`src/rtl/uart_tx_fifo.sv`:
```
`default_nettype none
// ============================================================================
// Module      : uart_tx_fifo
// Description : Byte-wide transmit buffer between the CPU register interface
//               and a UART serializer. Register writes push bytes into a
//               circular buffer that drains over a valid/ready handshake.
//               Provides status (empty/full/sticky overflow/count) and an
//               optional level interrupt at or below a low-water mark.
// Revision    : 1.0 - initial release
// ============================================================================
module uart_tx_fifo #(
    parameter int unsigned DEPTH     = 16,
    parameter int unsigned LOW_WATER = 0
) (
    input  logic       clock_i,
    input  logic       reset_i,
    input  logic       cs_i,
    input  logic       wr_i,
    input  logic [2:0] addr_i,
    input  logic [7:0] in_data_i,
    output logic [7:0] out_data_o,
    output logic [7:0] tx_data_o,
    output logic       tx_valid_o,
    input  logic       tx_ready_i,
    output logic       irq_o
);

    localparam int unsigned PTR_W = $clog2(DEPTH);
    localparam int unsigned CNT_W = PTR_W + 1;

    logic [7:0]       mem_q [DEPTH];
    logic [PTR_W-1:0] rd_ptr_q, rd_ptr_d;
    logic [PTR_W-1:0] wr_ptr_q, wr_ptr_d;
    logic [CNT_W-1:0] count_q, count_d;
    logic             overflow_q, overflow_d;
    logic             irq_en_q, irq_en_d;
    logic             irq_q, irq_d;
    logic             we_q;

    logic w_we, w_commit, w_wr_ctrl, w_wr_tx, w_flush;
    logic w_empty, w_full, w_pop, w_push, w_ovf_set;

    // Strobe edge detection and decode of the committed operation.
    always_comb begin
        w_we      = ~cs_i & ~wr_i;
        w_commit  = w_we & ~we_q;
        w_wr_ctrl = w_commit & (addr_i == 3'd0);
        w_wr_tx   = w_commit & (addr_i == 3'd2);
        w_flush   = w_wr_ctrl & in_data_i[4];
        w_empty   = (count_q == '0);
        w_full    = (count_q == CNT_W'(DEPTH));
        // A flush wins over a same-cycle pop.
        w_pop     = ~w_empty & tx_ready_i & ~w_flush;
        // A pop in the same cycle frees the slot, so a push into a full FIFO is accepted.
        w_push    = w_wr_tx & (~w_full | w_pop);
        w_ovf_set = w_wr_tx & w_full & ~w_pop;
    end

    // Next-state computation for pointers, count, flags and interrupt.
    always_comb begin
        rd_ptr_d   = rd_ptr_q;
        wr_ptr_d   = wr_ptr_q;
        count_d    = count_q;
        overflow_d = overflow_q;
        irq_en_d   = irq_en_q;
        if (w_flush) begin
            rd_ptr_d = '0;
            wr_ptr_d = '0;
            count_d  = '0;
        end else begin
            if (w_pop) begin
                rd_ptr_d = rd_ptr_q + PTR_W'(1);
            end
            if (w_push) begin
                wr_ptr_d = wr_ptr_q + PTR_W'(1);
            end
            case ({w_push, w_pop})
                2'b10:   count_d = count_q + CNT_W'(1);
                2'b01:   count_d = count_q - CNT_W'(1);
                default: count_d = count_q;
            endcase
        end
        if (w_ovf_set) begin
            overflow_d = 1'b1;
        end else if (w_wr_ctrl & in_data_i[2]) begin
            overflow_d = 1'b0;
        end
        if (w_wr_ctrl) begin
            irq_en_d = in_data_i[3];
        end
        // Interrupt follows the post-update count and enable.
        irq_d = irq_en_d & (32'(count_d) <= LOW_WATER);
    end

    // State registers with synchronous active-low reset.
    always_ff @(posedge clock_i) begin
        if (!reset_i) begin
            rd_ptr_q   <= '0;
            wr_ptr_q   <= '0;
            count_q    <= '0;
            overflow_q <= 1'b0;
            irq_en_q   <= 1'b0;
            irq_q      <= 1'b0;
            we_q       <= 1'b0;
        end else begin
            rd_ptr_q   <= rd_ptr_d;
            wr_ptr_q   <= wr_ptr_d;
            count_q    <= count_d;
            overflow_q <= overflow_d;
            irq_en_q   <= irq_en_d;
            irq_q      <= irq_d;
            we_q       <= w_we;
        end
    end

    // Buffer storage; contents are not reset, only the pointers are.
    always_ff @(posedge clock_i) begin
        if (reset_i && w_push) begin
            mem_q[wr_ptr_q] <= in_data_i;
        end
    end

    // Register read mux and serializer-facing outputs.
    always_comb begin
        out_data_o = 8'h00;
        if (!cs_i) begin
            case (addr_i)
                3'd0:    out_data_o = {4'b0000, irq_en_q, overflow_q, w_full, w_empty};
                3'd1:    out_data_o = 8'(count_q);
                default: out_data_o = 8'h00;
            endcase
        end
        tx_valid_o = ~w_empty;
        tx_data_o  = w_empty ? 8'h00 : mem_q[rd_ptr_q];
        irq_o      = irq_q;
    end

endmodule
`default_nettype wire

```
`config.mk`:
```
export PLATFORM = sky130hd
export DESIGN_NAME = uart_tx_fifo
export DESIGN_NICKNAME = d
export VERILOG_FILES = /design/src/rtl/uart_tx_fifo.sv
export SDC_FILE = /design/constraint.sdc
export NUM_CORES = 1
export LEC_CHECK = 0
export ABC_CLOCK_PERIOD_IN_PS = 8189
export BUFFER_PORTS_ARGS = -buffer_cell sky130_fd_sc_hd__buf_2
export CELL_PAD_IN_SITES_DETAIL_PLACEMENT = 2
export CELL_PAD_IN_SITES_GLOBAL_PLACEMENT = 2
export CORE_MARGIN = 8
export CORE_UTILIZATION = 37
export CTS_CLUSTER_DIAMETER = 30
export CTS_CLUSTER_SIZE = 30
export DETAILED_ROUTE_END_ITERATION = 8
export GPL_ROUTABILITY_DRIVEN = 1
export PLACE_DENSITY_LB_ADDON = 0.25
export REMOVE_ABC_BUFFERS = 1
export SKIP_LAST_GASP = 1
export SLEW_MARGIN = 20
export SYNTH_ARGS = -nofsm -noshare
export SYNTH_HDL_FRONTEND = slang
export SYNTH_SLANG_ARGS = --single-unit
```
`constraint.sdc`:
```
create_clock -name clock_i -period 8.19 [get_ports clock_i]
set_input_delay 2.0475 -clock clock_i [delete_from_list [all_inputs] [get_ports clock_i]]
set_output_delay 2.0475 -clock clock_i [all_outputs]
set_load 0.1 [all_outputs]
```
### Yosys cells after proc, flatten, opt, wreduce, memory -nomap -nowiden

Memory sizes are Yosys's and may differ from the RTL's. A register that Yosys moved wholly into a read port is not among the register bits.
Index checks and enable logic that the tools add are counted.

| storage, ports and cells | value |
|---|---|
| memories | 1 |
| flip-flop bits (word level) | 17 |
| input port bits | 16 |
| output and inout bits | 18 |
| bits in writable memories | 128 |

| operators by class | value |
|---|---|
| magnitude comparators | 1 |
| mux-type cells | 12 |
| $add $sub $neg | 4 |
| bitwise gates (word level) | 21 |
| equality and inequality tests | 5 |
| reduce and logical (&&, ||, !) cells | 5 |

Memory list:

| memory | depth | width | read ports | clocked after Yosys merged registers in | wr ports | RTL line | source |
|---|---|---|---|---|---|---|---|
| mem_q | 16 | 8 | 1 | 1 | 1 | 31 | `logic [7:0] mem_q [DEPTH];` |

Operators with widths:

| operator | count |
|---|---|
| 5-bit case mux with 2 select lines | 2 |
| 1-bit AND | 12 |
| 5-bit two-way mux | 2 |
| 4-bit by 1-bit adder with 4-bit output (second input constant) | 2 |
| 4-bit two-way mux | 2 |
| 8-bit two-way mux | 1 |
| 1-bit inverter | 8 |
| 5-bit by 1-bit adder with 5-bit output (second input constant) | 1 |
| 5-bit == test (second input constant) | 1 |
| 5-bit by 1-bit less-or-equal comparator with 1-bit output (second input constant) | 1 |
| 5-bit logical NOT | 1 |
| 1-bit two-way mux | 5 |
| 5-bit by 1-bit subtractor with 5-bit output (second input constant) | 1 |
| 3-bit by 1-bit == test with 1-bit output (second input constant) | 1 |
| 3-bit by 2-bit == test with 1-bit output (second input constant) | 1 |
| 3-bit logical NOT | 1 |
| 2-bit by 1-bit == test with 1-bit output (second input constant) | 1 |
| 2-bit == test (second input constant) | 1 |
| 2-bit nonzero test | 1 |
| 2-bit OR reduction | 1 |
| 1-bit logical AND | 1 |
| 1-bit bitwise OR | 1 |

### Logic depth before layout (Yosys ltp)

| logic depth | value |
|---|---|
| depth after elaboration | 14 |
| depth in mapped cells | 12 |
| gate-level depth less buffers | 11 |

### Least setup slack after synthesis

OpenSTA, ideal clock, no wires.

| path | value |
|---|---|
| path kind | input-to-output |
| from | input port cs_i |
| to | output port out_data_o[0] |
| buffers on the path | 0 |
| path slack | 2.377 ns |
| arrival time | 3.765 ns |
| cell stages on the path | 2 |
| path through | or3_1 > nor2_1 |

| on the way | value |
|---|---|
| cells in the longest elaborated chain, start to end | 1 |

RTL lines:

| element | RTL line | source |
|---|---|---|
| start: declaration | 17 | `input logic cs_i,` |
| 5-bit two-way mux | 126 | `if (!cs_i) begin` |
| end: declaration | 21 | `output logic [7:0] out_data_o,` |

No other way between the ends.

### Worst setup path in the final report

| path | value |
|---|---|
| from | input port addr_i[1] |
| to | output port out_data_o[3] |

| on the way | value |
|---|---|
| cells in the longest elaborated chain, start to end | 3 |
| elaborated cells on any way between the ends | 4 |

RTL lines:

| element | RTL line | source |
|---|---|---|
| start: declaration | 19 | `input logic [2:0] addr_i,` |
| 3-bit by 1-bit == test with 1-bit output or 3-bit logical NOT (tied branches) | 127 | `case (addr_i)` |
| 5-bit case mux with 2 select lines * | 127 |  |
| 5-bit two-way mux * | 126 |  |

Mark *: on every way between the ends. The rest lies on a longest branch, timed or not.

==> metrics.yaml <==
port_buffers: 30
max_stage_delay_ns: 0.43
gp_congestion: 0.725
vias: 3109
final_hold_viol_count: 0
worst_clock_skew_ns: 0.0132
grt_pass1_vias: 3501
required_ns: 6.14
cpMaxStageDelayCell: "buf_2"
dr.pass1.iters: 4
crit_type: "primary input to primary output"
finalSetupViolCount: 0
fin_tns_setup_ns: 0
p_leak_nw: 2.30
cts_sinks: 149
place_inst: 575
drive_gt1_share_pct: 31.3
min_delay_path_depth: 2
yosysTopAreaCellShare_pct: 62.9
drt_iter0_drc: 168
path_max_fanout: 5
syn_area_per_cell_um2: 18.2
synth-seq-cells: 149
cts_inserted_buffers: 17
dieHeight_um: 145
nets: 396
clock_latency_ns: 0.42
fillers: 1580
final_cell_mix: "edfxtp_1 (128), mux4_2 (40), nor2_1 (32), buf_2 (30), dfxtp_1 (20)"
crit_top_cell: "buf_2"
antenna_found_initial: 0
outcome: "completed"
power_density_mw_per_mm2: 314
relSlewSlack_pct: 25.1
worstPathArrival_ns: 3.16
startpoint_type: "primary input"
post-route-min-period_ns: 5.21
yosysTopAreaCell: "edfxtp_1"
htree_levels: 4
cts-root-buf: "clkbuf_16"
drtAntennaViolNets: 0
cts_buffer_depth: 2
r2r_slack_ns: 5.19
hp-start: "rd_ptr_q[3]"
setup_slack_ns: 2.98
ys_seq_area_share_pct: 69.8
syn_inst: 336
viasPerCell: 5.12
yosysWarnings: 0
critical_path.cell_chain: "buf_2 > or3_1 > nor2_1 > buf_2"
netlist_area_mm2: 0.00611
vdd_drop_max_mv: 0.223
endpoint_kind: "primary output"
cts_setup_buffers: 0
tightest_slew_ns: 1.12
period_share_pct: 63.6
r2r_start: "count_q[0]"
cts_hold_buf: 0
clkTransAtPathRegs_ns: 0.06
layout.cells.non_filler: 607
postCtsResizedCells: 0
hp-class: "flip-flop to flip-flop"
maxSlewViolCount: 0
grt_max_degree: 33
drv_cap: 0
die-area_mm2: 0.0209
async_flop_share_pct: 0
grtUsageTotal_pct: 15.4
synth-edff-count: 128
max_freq_mhz: 192
core_mm2: 0.0163
wl_um: 14700
rr_worst_depth: 6
pre_cts_ws_ns: 2.98
final_common_cell: "edfxtp_1"
syn2layout_area_growth_pct: 16.7
yosys_most_used_dff: "edfxtp_1"
placementRows: 47
initial_core_util_pct: 37.4
synth.top_cells.by_area: "edfxtp_1 (63%), mux4_2 (15%), dfxtp_1 (6.9%)"
holdPathEnd: "rd_ptr_q[3]"
wl_per_cell_um: 24.2
post-dp-hpwl_um: 9250
grt_pass1_wl_um: 22100
worstReg2RegEnd: "mem_q[4][0]"
cts_tree: "yes"
ios: 34
num_antenna_cells: 0
rsz0062_at_grt: "false"
ys_types: 41
drc: 0
grt_overflow: 0
die_w_um: 145
-- per-stage QoR --
| stage | total power, W | cell area [um^2] | util (%) | hold slack (ns) |
|---|---|---|---|---|
| final | 0.00224 | 7140 | 43.7 | 0.536 |
| after global routing | 0.00232 | 7140 | 43.7 | 0.557 |
| after CTS | 0.00227 | 7130 | 43.6 | 0.542 |
| after detailed placement | 0.00141 | 6480 | 39.6 | 0.521 |
| after global placement | 0.00140 | 6480 | 39.6 | 0.516 |
| after floorplan | 0.00130 | 6010 | - | 0.468 |
-- cells by family (layout without fill, tap and decap cells) --
group | count (synthesis) | count (layout) | share of synthesized area, %
multiplexers | 45 | 45 | 15.6
AND/OR/NAND/NOR | 85 | 85 | 7.72
other | 1 | 3 | 0.0613
AO/OA/AOI/OAI | 14 | 14 | 1.70
adder cells (fa/ha/maj) | 6 | 6 | 1.23
buffers and inverters | 24 | 73 | 2.15
flip-flops | 149 | 149 | 69.8
XOR/XNOR | 12 | 12 | 1.84
-- area by class of cell --
cell class	instances	area, um^2	share of cell area (%)
Sequential cell	149	4270	59.8
Multi-Input combinational cell	165	1730	24.2
Clock buffer	23	478	6.70
Tap cell	220	275	3.86
Timing Repair Buffer	36	195	2.73
Clock inverter	9	174	2.44
Inverter	5	18.8	0.263
-- cells in the mapped netlist (2+ instances only) --
master,n
a21oi_1,6
and2_1,9
buf_1,4
buf_2,3
buf_4,6
buf_6,2
clkbuf_1,4
dfxtp_1,21
edfxtp_1,128
ha_1,6
inv_1,5
mux2i_1,5
mux4_2,40
nand2_1,11
nand2_2,2
nand2b_1,2
nand3_1,7
nand3_2,2
nand4_1,3
nor2_1,34
nor2b_1,2
nor3_1,4
nor4_4,2
or3_1,2
xnor2_1,6
xor2_1,5
-- flip-flops by register name, indices dropped and copies added, names as in the netlist, named ones only --
name        count
wr_ptr_q        4
count_q         5
we_q            1
mem_q         128
irq_en_q        1
irq_o           1
rd_ptr_q        4
overflow_q      1
-- worst max-delay path, delay by kind of cell --
family,cells,cell delay [ns]
buf+inv,2,0.56
simple gates,2,0.55
-- routing by layer --
metal / share of wire [%] / track usage (%)
met3: 3.6 / 4.03
met1: 44 / 18.5
met5: 0 / 0
met4: 1.6 / 5.86
met2: 51 / 26.0
-- how the worst max path moves through the flow --
stage / startpoint / end / slack, ns
floorplan: cs_i / out_data_o[0] / 2.38
global placement: addr_i[1] / out_data_o[1] / 3.00
detailed placement: addr_i[1] / out_data_o[3] / 2.98
CTS: addr_i[1] / out_data_o[3] / 2.97
global route: addr_i[1] / out_data_o[3] / 2.92
finish: addr_i[1] / out_data_o[3] / 2.98
-- where the power goes --
| group | internal [W] | switching [W] | leakage [nW] |
|---|---|---|---|
| Sequential | 0.000835 | 0.0000205 | 1.32 |
| Clock | 0.000564 | 0.000295 | 0.311 |
| Combinational | 0.000156 | 0.000371 | 0.667 |
| Total | 0.00156 | 0.000686 | 2.30 |
No activity file was read; power rests on OpenSTA's default activity.
